[src/rtl/mmio_initiator_pkg.sv]
// Shared types for the MMIO initiator: FSM encoding, request record and the
// read data returned on an error response.
package mmio_initiator_pkg;

  typedef enum logic [1:0] {
    ST_IDLE  = 2'd0,
    ST_WR    = 2'd1,
    ST_RD    = 2'd2,
    ST_RWAIT = 2'd3
  } mmio_state_e;

  typedef struct packed {
    logic        we;
    logic [31:0] addr;
    logic [31:0] wdata;
    logic [3:0]  wstrb;
  } mmio_req_t;

  localparam int          MMIO_REQ_W     = $bits(mmio_req_t);
  localparam logic [31:0] MMIO_ERR_RDATA = 32'h0;

endpackage

[src/rtl/mmio_initiator_if.sv]
// Core request/response port plus the peripheral write/read strobe bus.
// master = the initiator's view, slave = the core + peripheral side.
interface mmio_initiator_if;
  logic        req_valid;
  logic        req_ready;
  logic        req_we;
  logic [31:0] req_addr;
  logic [31:0] req_wdata;
  logic [3:0]  req_wstrb;

  logic        resp_valid;
  logic [31:0] resp_rdata;
  logic        resp_err;

  logic        wready;
  logic        wvalid;
  logic [31:0] waddr;
  logic [31:0] wdata;
  logic [3:0]  wstrb;

  logic        rready;
  logic        rvalid;
  logic [31:0] raddr;
  logic        rresp;
  logic [31:0] rdata;

  modport master (
    input  req_valid, req_we, req_addr, req_wdata, req_wstrb,
    input  wvalid, rvalid, rresp, rdata,
    output req_ready, resp_valid, resp_rdata, resp_err,
    output wready, waddr, wdata, wstrb, rready, raddr
  );

  modport slave (
    output req_valid, req_we, req_addr, req_wdata, req_wstrb,
    output wvalid, rvalid, rresp, rdata,
    input  req_ready, resp_valid, resp_rdata, resp_err,
    input  wready, waddr, wdata, wstrb, rready, raddr
  );
endinterface

[src/rtl/mmio_req_fifo.sv]
// Registered synchronous FIFO; head entry is visible on pop_data while non-empty.
// Push is honoured when full as long as a pop happens in the same cycle.
module mmio_req_fifo #(
  parameter int DEPTH = 2,
  parameter int WIDTH = 69
) (
  input  logic             clk,
  input  logic             rst,
  input  logic             push,
  input  logic [WIDTH-1:0] push_data,
  input  logic             pop,
  output logic [WIDTH-1:0] pop_data,
  output logic             full,
  output logic             empty
);
  localparam int AW = (DEPTH > 1) ? $clog2(DEPTH) : 1;

  logic [DEPTH-1:0][WIDTH-1:0] mem;
  logic [AW-1:0]               wr_ptr, rd_ptr;
  logic [AW:0]                 count;
  logic                        do_push, do_pop;

  assign full     = (count == (AW+1)'(DEPTH));
  assign empty    = (count == '0);
  assign do_pop   = pop && !empty;
  assign do_push  = push && (!full || do_pop);
  assign pop_data = mem[rd_ptr];

  // DEPTH is a power of two, so the pointers wrap by plain overflow.
  always_ff @(posedge clk or posedge rst) begin
    if (rst) begin
      wr_ptr <= '0;
      rd_ptr <= '0;
      count  <= '0;
    end else begin
      if (do_push) wr_ptr <= wr_ptr + AW'(1);
      if (do_pop)  rd_ptr <= rd_ptr + AW'(1);
      count <= count + (AW+1)'(do_push) - (AW+1)'(do_pop);
    end
  end

  always_ff @(posedge clk) begin
    if (do_push) mem[wr_ptr] <= push_data;
  end

endmodule

[src/rtl/mmio_initiator.sv]
// MMIO bus initiator: queues core loads/stores, runs one peripheral transaction
// at a time and returns exactly one response (data or timeout error) per request.
module mmio_initiator
  import mmio_initiator_pkg::*;
#(
  parameter int DEPTH   = 2,
  parameter int TIMEOUT = 16
) (
  input  logic              clk,
  input  logic              reset,
  mmio_initiator_if.master  bus
);
  localparam int             CW      = $clog2(TIMEOUT);
  localparam logic [CW-1:0]  TO_LAST = CW'(TIMEOUT - 1);

  mmio_state_e state, state_nx;
  logic [CW-1:0] tmo_cnt, tmo_cnt_nx;
  logic          timed_out;

  mmio_req_t   push_req, head;
  logic        push, pop, full, empty;

  logic        wready_q, wready_nx;
  logic        rready_q, rready_nx;
  logic [31:0] waddr_q, waddr_nx;
  logic [31:0] wdata_q, wdata_nx;
  logic [3:0]  wstrb_q, wstrb_nx;
  logic [31:0] raddr_q, raddr_nx;
  logic        resp_valid_q, resp_valid_nx;
  logic [31:0] resp_rdata_q, resp_rdata_nx;
  logic        resp_err_q, resp_err_nx;

  // Gated by reset so every output reads 0 while reset is held.
  assign bus.req_ready = !full && !reset;
  assign push          = bus.req_valid && bus.req_ready;
  assign push_req      = '{we: bus.req_we, addr: bus.req_addr,
                           wdata: bus.req_wdata, wstrb: bus.req_wstrb};

  mmio_req_fifo #(
    .DEPTH (DEPTH),
    .WIDTH (MMIO_REQ_W)
  ) u_fifo (
    .clk       (clk),
    .rst       (reset),
    .push      (push),
    .push_data (push_req),
    .pop       (pop),
    .pop_data  (head),
    .full      (full),
    .empty     (empty)
  );

  assign timed_out = (tmo_cnt == TO_LAST);

  always_comb begin
    state_nx      = state;
    pop           = 1'b0;
    tmo_cnt_nx    = timed_out ? tmo_cnt : tmo_cnt + CW'(1);
    wready_nx     = wready_q;
    rready_nx     = rready_q;
    waddr_nx      = waddr_q;
    wdata_nx      = wdata_q;
    wstrb_nx      = wstrb_q;
    raddr_nx      = raddr_q;
    resp_valid_nx = 1'b0;
    resp_rdata_nx = MMIO_ERR_RDATA;
    resp_err_nx   = 1'b0;

    case (state)
      ST_IDLE: begin
        tmo_cnt_nx = '0;
        if (!empty) begin
          pop = 1'b1;
          if (head.we) begin
            wready_nx = 1'b1;
            waddr_nx  = head.addr;
            wdata_nx  = head.wdata;
            wstrb_nx  = head.wstrb;
            state_nx  = ST_WR;
          end else begin
            rready_nx = 1'b1;
            raddr_nx  = head.addr;
            state_nx  = ST_RD;
          end
        end
      end
      // Completion is tested before the timeout so a coinciding handshake wins.
      ST_WR: begin
        if (bus.wvalid) begin
          wready_nx     = 1'b0;
          resp_valid_nx = 1'b1;
          state_nx      = ST_IDLE;
        end else if (timed_out) begin
          wready_nx     = 1'b0;
          resp_valid_nx = 1'b1;
          resp_err_nx   = 1'b1;
          state_nx      = ST_IDLE;
        end
      end
      ST_RD: begin
        if (bus.rvalid) begin
          rready_nx  = 1'b0;
          tmo_cnt_nx = '0;
          state_nx   = ST_RWAIT;
        end else if (timed_out) begin
          rready_nx     = 1'b0;
          resp_valid_nx = 1'b1;
          resp_err_nx   = 1'b1;
          state_nx      = ST_IDLE;
        end
      end
      ST_RWAIT: begin
        if (bus.rresp) begin
          resp_valid_nx = 1'b1;
          resp_rdata_nx = bus.rdata;
          state_nx      = ST_IDLE;
        end else if (timed_out) begin
          resp_valid_nx = 1'b1;
          resp_err_nx   = 1'b1;
          state_nx      = ST_IDLE;
        end
      end
      default: state_nx = ST_IDLE;
    endcase
  end

  always_ff @(posedge clk or posedge reset) begin
    if (reset) begin
      state        <= ST_IDLE;
      tmo_cnt      <= '0;
      wready_q     <= 1'b0;
      rready_q     <= 1'b0;
      waddr_q      <= '0;
      wdata_q      <= '0;
      wstrb_q      <= '0;
      raddr_q      <= '0;
      resp_valid_q <= 1'b0;
      resp_rdata_q <= '0;
      resp_err_q   <= 1'b0;
    end else begin
      state        <= state_nx;
      tmo_cnt      <= tmo_cnt_nx;
      wready_q     <= wready_nx;
      rready_q     <= rready_nx;
      waddr_q      <= waddr_nx;
      wdata_q      <= wdata_nx;
      wstrb_q      <= wstrb_nx;
      raddr_q      <= raddr_nx;
      resp_valid_q <= resp_valid_nx;
      resp_rdata_q <= resp_rdata_nx;
      resp_err_q   <= resp_err_nx;
    end
  end

  assign bus.wready     = wready_q;
  assign bus.rready     = rready_q;
  assign bus.waddr      = waddr_q;
  assign bus.wdata      = wdata_q;
  assign bus.wstrb      = wstrb_q;
  assign bus.raddr      = raddr_q;
  assign bus.resp_valid = resp_valid_q;
  assign bus.resp_rdata = resp_rdata_q;
  assign bus.resp_err   = resp_err_q;

endmodule

[src/flat_wrapper.sv]
// flat-port wrapper written by rule: the top's interface ports become plain ports
module mmio_initiator_flat import mmio_initiator_pkg::*;
#(
  parameter int DEPTH   = 2,
  parameter int TIMEOUT = 16
)
  (clk, reset, bus_req_valid, bus_req_we, bus_req_addr, bus_req_wdata, bus_req_wstrb, bus_wvalid, bus_rvalid, bus_rresp, bus_rdata, bus_req_ready, bus_resp_valid, bus_resp_rdata, bus_resp_err, bus_wready, bus_waddr, bus_wdata, bus_wstrb, bus_rready, bus_raddr);
  mmio_initiator_if bus_i ();
  input  logic clk;
  input  logic reset;
  input wire logic [$bits(bus_i.req_valid)-1:0] bus_req_valid;
  input wire logic [$bits(bus_i.req_we)-1:0] bus_req_we;
  input wire logic [$bits(bus_i.req_addr)-1:0] bus_req_addr;
  input wire logic [$bits(bus_i.req_wdata)-1:0] bus_req_wdata;
  input wire logic [$bits(bus_i.req_wstrb)-1:0] bus_req_wstrb;
  input wire logic [$bits(bus_i.wvalid)-1:0] bus_wvalid;
  input wire logic [$bits(bus_i.rvalid)-1:0] bus_rvalid;
  input wire logic [$bits(bus_i.rresp)-1:0] bus_rresp;
  input wire logic [$bits(bus_i.rdata)-1:0] bus_rdata;
  output wire logic [$bits(bus_i.req_ready)-1:0] bus_req_ready;
  output wire logic [$bits(bus_i.resp_valid)-1:0] bus_resp_valid;
  output wire logic [$bits(bus_i.resp_rdata)-1:0] bus_resp_rdata;
  output wire logic [$bits(bus_i.resp_err)-1:0] bus_resp_err;
  output wire logic [$bits(bus_i.wready)-1:0] bus_wready;
  output wire logic [$bits(bus_i.waddr)-1:0] bus_waddr;
  output wire logic [$bits(bus_i.wdata)-1:0] bus_wdata;
  output wire logic [$bits(bus_i.wstrb)-1:0] bus_wstrb;
  output wire logic [$bits(bus_i.rready)-1:0] bus_rready;
  output wire logic [$bits(bus_i.raddr)-1:0] bus_raddr;
  assign bus_i.req_valid = bus_req_valid;
  assign bus_i.req_we = bus_req_we;
  assign bus_i.req_addr = bus_req_addr;
  assign bus_i.req_wdata = bus_req_wdata;
  assign bus_i.req_wstrb = bus_req_wstrb;
  assign bus_i.wvalid = bus_wvalid;
  assign bus_i.rvalid = bus_rvalid;
  assign bus_i.rresp = bus_rresp;
  assign bus_i.rdata = bus_rdata;
  assign bus_req_ready = bus_i.req_ready;
  assign bus_resp_valid = bus_i.resp_valid;
  assign bus_resp_rdata = bus_i.resp_rdata;
  assign bus_resp_err = bus_i.resp_err;
  assign bus_wready = bus_i.wready;
  assign bus_waddr = bus_i.waddr;
  assign bus_wdata = bus_i.wdata;
  assign bus_wstrb = bus_i.wstrb;
  assign bus_rready = bus_i.rready;
  assign bus_raddr = bus_i.raddr;
  mmio_initiator #(.DEPTH(DEPTH), .TIMEOUT(TIMEOUT)) u_core (.clk(clk), .reset(reset), .bus(bus_i));
endmodule
[config.mk]
export PLATFORM = sky130hd
export DESIGN_NAME = mmio_initiator_flat
export DESIGN_NICKNAME = d
export VERILOG_FILES = /design/src/rtl/mmio_initiator_pkg.sv /design/src/rtl/mmio_initiator_if.sv /design/src/rtl/mmio_req_fifo.sv /design/src/rtl/mmio_initiator.sv /design/src/flat_wrapper.sv
export SDC_FILE = /design/constraint.sdc
export NUM_CORES = 1
export LEC_CHECK = 0
export CAP_MARGIN = 10
export CORE_AREA = 2 2 156 158
export CTS_CLUSTER_SIZE = 40
export DETAILED_ROUTE_END_ITERATION = 6
export DIE_AREA = 0 0 158 160
export MAX_ROUTING_LAYER = met4
export PLACE_DENSITY = 0.82
export SYNTH_ARGS = -nofsm -noshare
export SYNTH_HDL_FRONTEND = slang
export SYNTH_SLANG_ARGS = --single-unit
[constraint.sdc]
create_clock -name clk -period 6.2 [get_ports clk]
set_input_delay 0.62 -clock clk [delete_from_list [all_inputs] [get_ports clk]]
set_output_delay 0.62 -clock clk [all_outputs]
set_load 0.005 [all_outputs]
### Word-level counts from Yosys, hierarchy flattened

Index checks and enable logic that the tools add are counted.

* $add $sub $neg: 5
* $lt $le $gt $ge: 3
* equality and inequality tests: 10
* mux-type cells: 36
* bitwise logic cells: 2
* reduce and logical (&&, ||, !) cells: 17

Operators by type and width (number)
* $mux W69: 3
* $bwmux W138: 1
* $demux W69 S1: 1
* $mux W32: 2
* $mux W1: 15
* $mux W2: 6
* $mux W4: 2
* $pmux W2 S4: 1
* $pmux W4 S2: 1
* $reduce_and A4 Y1: 2
* $eq A2 B2 Y1 const B: 3
* $ne A3 B2 Y1 const B: 2
* $pmux W1 S3: 2
* $reduce_and A3 Y1: 2
* $logic_and A1 B1 Y1: 5
* $add A4 B1 Y4 const B: 1
* $eq A4 B4 Y1 const B: 1
* $logic_not A2 Y1: 2
* $lt A1 B2 Y1 const B: 2
* $ne A2 B2 Y1 const B: 2
* $pmux W1 S2: 2
* $reduce_bool A2 Y1: 2
* $logic_not A1 Y1: 3
* $add A1 B1 Y1 const B: 2
* other kinds (7): 8

* bits in registers: 284
* bits of input ports: 107
* output and inout port bits: 137
* logic and storage cells: 89

### Depth between registers and ports, before layout

* depth in word-level cells: 8
* gate-level depth with buffers: 7
* depth with buffers taken out: 7

### Cells and area by module

A second synthesis with hierarchy kept.

* cell total of the unflattened synthesis: 572
* area total of the unflattened synthesis: 10531.4 sq um

By module, submodules not included
* mmio_initiator: times used 1, cells an instance 332, area each 5286.3 sq um, sequential area each 3553.4 sq um
* mmio_req_fifo: times used 1, cells an instance 240, area each 5245.0 sq um, sequential area each 4244.1 sq um

### Least setup slack after synthesis

OpenSTA, ideal clock, no wires.

* path type: input to register
* start: input reset
* end: register u_core.u_fifo.mem[0] in the netlist's numbering, enable pin
* library setup time: 0.496 ns
* arrival: 7.381 ns
* data required time: 5.704 ns
* setup slack: -1.677 ns
* cell stages on the path: 3
* path buffers: 0
* cells stage by stage: inv_1 o211ai_1 nor2_1

* longest elaborated chain between the ends: 4

Ends and longest elaborated chain
* start, declared: RTL line flat_wrapper.sv:10 `input logic reset;`
* $logic_not A1 Y1: RTL line mmio_initiator.sv:34 `assign bus.req_ready = !full && !reset;`
* $logic_and A1 B1 Y1: RTL line mmio_initiator.sv:34
* $logic_and A1 B1 Y1: RTL line mmio_initiator.sv:35 `assign push = bus.req_valid && bus.req_ready;`
* $logic_and A1 B1 Y1: RTL line mmio_req_fifo.sv:26 `assign do_push = push && (!full || do_pop);`
* end signal, assigned by index: RTL line mmio_req_fifo.sv:43 `if (do_push) mem[wr_ptr] <= push_data;`
* end, declared: RTL line mmio_req_fifo.sv:18 `logic [DEPTH-1:0][WIDTH-1:0] mem;`

Every way passes these cells.
A chain may end at the register's enable or synchronous reset.

### Worst setup path in the final report

* start: input reset
* end: output bus_req_ready

* longest elaborated chain between the ends: 2

Ends and longest elaborated chain
* $logic_not A1 Y1: RTL line mmio_initiator.sv:34
* $logic_and A1 B1 Y1: RTL line mmio_initiator.sv:34
* end, declared: RTL line flat_wrapper.sv:20 `output wire logic [$bits(bus_i.req_ready)-1:0] bus_req_ready;`

Every way passes these cells.

==> key figures <==
Min path
  – Hold WC Path Type: flop to flop

Timing
  – Worst hold margin: 0.496 ns
  – Final period util: 53.4%
  – Min Tclk post-route: 3.31 ns
  – Final Max Slew Viols: 0
  – # setup viols final: 0
  – Clock skew: 0.0109 ns
  – Slew @ Worst Pin: 1.02 ns
  – RSZ-0062 raised after global routing: false
  – Fin. Hold Viols: 0
  – Total Neg Setup Slack: 0 ns
  – Max Fclk: 0.302 GHz
  – Slew headroom: 31.8%
  – Worst Slack Setup Final: 2.89 ns

Clock tree
  – Clk Latency, worst-skew pair: 0.54 ns
  – TritonCTS buffer count: 29
  – Root buf cell: clkbuf_16
  – Post CTS Setup Buffer Count: 0
  – Depth of the CTS H-tree: 1
  – Clock sink total: 284
  – Hold_buf cts: 0
  – Clock Pin Slew Worst Setup and Hold Paths: 0.06 ns
  – Post-CTS resize count: 0
  – CTS tree: yes
  – Clk buf depth: 3

Routing
  – Via count: 5600
  – Drt total wl: 20.7 mm
  – # DRC: 0
  – Top Metal Used: met4
  – Final antenna-violating net count: 0
  – Met2 routed WL: 10.6 mm
  – Wirelength per Cell: 17.7 um
  – Routed wl met3: 1.19 mm
  – DRT iter0 DRCs: 301
  – Metal1 wirelength: 8.52 mm
  – Pre-antenna DRT Iters: 4
  – Vias per cell: 4.79

Pwr
  – Clk pwr share: 26.1%
  – Seq pwr share: 42.9%
  – P per Cell Area: 471 nW/um^2
  – P_int: 4.96 mW
  – Combinational share of power: 31.0%
  – Pleak: 5.55 nW
  – Switching share of power: 26.2%
  – Psw: 1.76 mW
  – Maximum vdd drop: 229 uV

Die
  – Core Rows: 57
  – Core Region: 23800 um^2
  – Initial Util: 44.1%
  – Vert. Die Dim: 160 um
  – # IOs: 244
  – Chip width: 158 um
  – Die area: 25300 um^2

Yosys
  – Number of synthesized flops with an enable pin: 138
  – Mean Syn Cell Area: 18.6 um^2
  – Synth cell count leaders: dfrtp_1 (146), edfxtp_1 (138), mux2_2 (131), and2_1 (32), mux2_4 (29)
  – Count leader, synth: dfrtp_1
  – Largest cells by area after synthesis: edfxtp_1 (39%), dfrtp_1 (35%), mux2_2 (14%)
  – Seq/Total Area, Yosys: 74.2%
  – Syn Nets: 676
  – Cell Area, Synth: 10500 um^2
  – #FFs+latches synth: 284
  – Cell taking the most area after synthesis: edfxtp_1
  – Netlist cell types: 34
  – Asr flop ratio synth: 51.4%
  – Yosys Warn Count: 0
  – Post-synth top area share: 39.4%
  – Post-synthesis instance total: 566
  – Ys flop type: dfrtp_1

Global routing
  – Grt ovf: 0
  – Largest net degree at the start of global routing: 71
  – All-Layer GR Usage: 16.9%
  – Initial antenna violation count: 0
  – Number of global-route vias before repair: 6002
  – Global-route wire length before repair: 32.4 mm

Setup path
  – Cell repeated most along the worst path: clkdlybuf4s50_1
  – CP max FO: 43
  – CP Launch Type: input pin
  – Largest stage delay, worst path: 0.71 ns
  – Critical-path cell list: clkdlybuf4s50_1 > clkinvlp_4 > o21a_1 > clkdlybuf4s50_1
  – Slowest CP cell: clkinvlp_4
  – Worst EP arrival: 2.69 ns
  – CP Buf/Inv Count: 3
  – Crit path capture type: primary output
  – Crit path kind: input pin to primary output
  – Crit path max-delay family: buffers and inverters
  – Worst path required time: 5.58 ns

Layout
  – Layout cell share with drive strength beyond 1: 26.0%
  – # nets final: 932
  – Antenna cells: 0
  – Synthesis-to-layout area growth: 35.9%
  – Number of fill cells: 1798

Placement
  – IO buf count: 243
  – Post-DP HPWL: 13.7 mm
  – Pre-CTS WS: 2.31 ns
  – RD Place Congestion: 0.737

Status
  – Outcome: finished clean

Flow run
  – Max Cap Violations: 0
[sequential cells by signal, summed over array words and instances, names as in the netlist]
signal                 count
u_core.u_fifo.mem        138
u_core.bus.raddr          32
u_core.bus.resp_rdata     32
u_core.bus.waddr          32
u_core.bus.wdata          32
u_core.bus.wstrb           4
u_core.tmo_cnt             4
u_core.state               2
u_core.u_fifo.count        2
u_core.bus.resp_err        1
u_core.bus.resp_valid      1
u_core.bus.rready          1
u_core.bus.wready          1
u_core.u_fifo.rd_ptr       1
u_core.u_fifo.wr_ptr       1
[final timing paths]
kind                                       from              endpoint  slack (ns)  depth (start not counted)
setup / recovery                          reset         bus_req_ready        2.89                          4
hold / removal              u_core.bus.wdata[4]   u_core.bus.wdata[4]        0.50                          1
setup reg to reg           u_core.u_fifo.rd_ptr  u_core.bus.raddr[10]        3.25                          4
hold reg to reg             u_core.bus.wdata[4]   u_core.bus.wdata[4]        0.50                          1
max in group asynchronous                 reset  u_core.bus.waddr[27]        4.26                          3
min in group asynchronous                 reset  u_core.bus.wdata[13]        0.60                          2
[layer usage]
layer  vias up  track usage, %
met2       181            28.5
met1      2799            21.2
met3        35            3.58
met4         0            3.73
li1       2585               -
met5         -               -
[cells by family after synthesis]
| kind of cell | Yosys count | share of synthesized area [%] |
|---|---|---|
| AO/OA/AOI/OAI | 16 | 1.05 |
| XOR/XNOR | 5 | 0.417 |
| adder cells (fa/ha/maj) | 3 | 0.357 |
| buffers and inverters | 28 | 1.33 |
| flip-flops | 284 | 74.2 |
| multiplexers | 169 | 19.3 |
| AND/OR/NAND/NOR | 61 | 3.36 |
[stage by stage]
stage	cell area [um^2]	util, %	total power [mW]	instances
after floorplan	10500	-	3.95	566
after global placement	13300	55.8	4.97	1115
after detailed placement	13300	55.8	5.04	1115
after CTS	14300	59.9	6.82	1169
after global routing	14300	59.9	7.09	1169
final	14300	59.9	6.72	1169
[final cells by class]
cell class | count | area [um^2] | area share (%)
clock inverters | 24 | 244 | 1.71
inverters | 4 | 18.8 | 0.131
well taps | 324 | 405 | 2.84
repair buffers | 249 | 2480 | 17.4
flip-flops and latches | 284 | 7800 | 54.6
multi-input cells | 254 | 2590 | 18.1
clock buffers | 30 | 739 | 5.18
[power groups by stage]
stage,clock network (mW),logic [mW],registers (mW)
CTS,1.80,2.12,2.90
global route,1.88,2.25,2.96
floorplan,0,1.16,2.79
finish,1.75,2.08,2.89
detailed placement,0,2.11,2.93
global placement,0,2.05,2.91
[layout by cell type, fill, tap and decap left out, drive strengths merged, types with 2 or more instances in the layout]
cell	netlist	routed
a21oi	2	2
a22o	2	2
a31oi	2	2
and2	32	32
and3	3	3
buf	13	6
bufinv	0	4
clkbuf	11	30
clkdlybuf4s50	0	243
clkinv	0	14
clkinvlp	0	5
dfrtp	146	146
edfxtp	138	138
ha	3	3
inv	4	5
mux2	168	168
nand2	7	7
nand3	2	2
nor2	7	7
nor2b	2	2
nor3	3	3
nor3b	2	2
o21ai	4	4
xnor2	4	4
(Power assumes the default switching activity.)
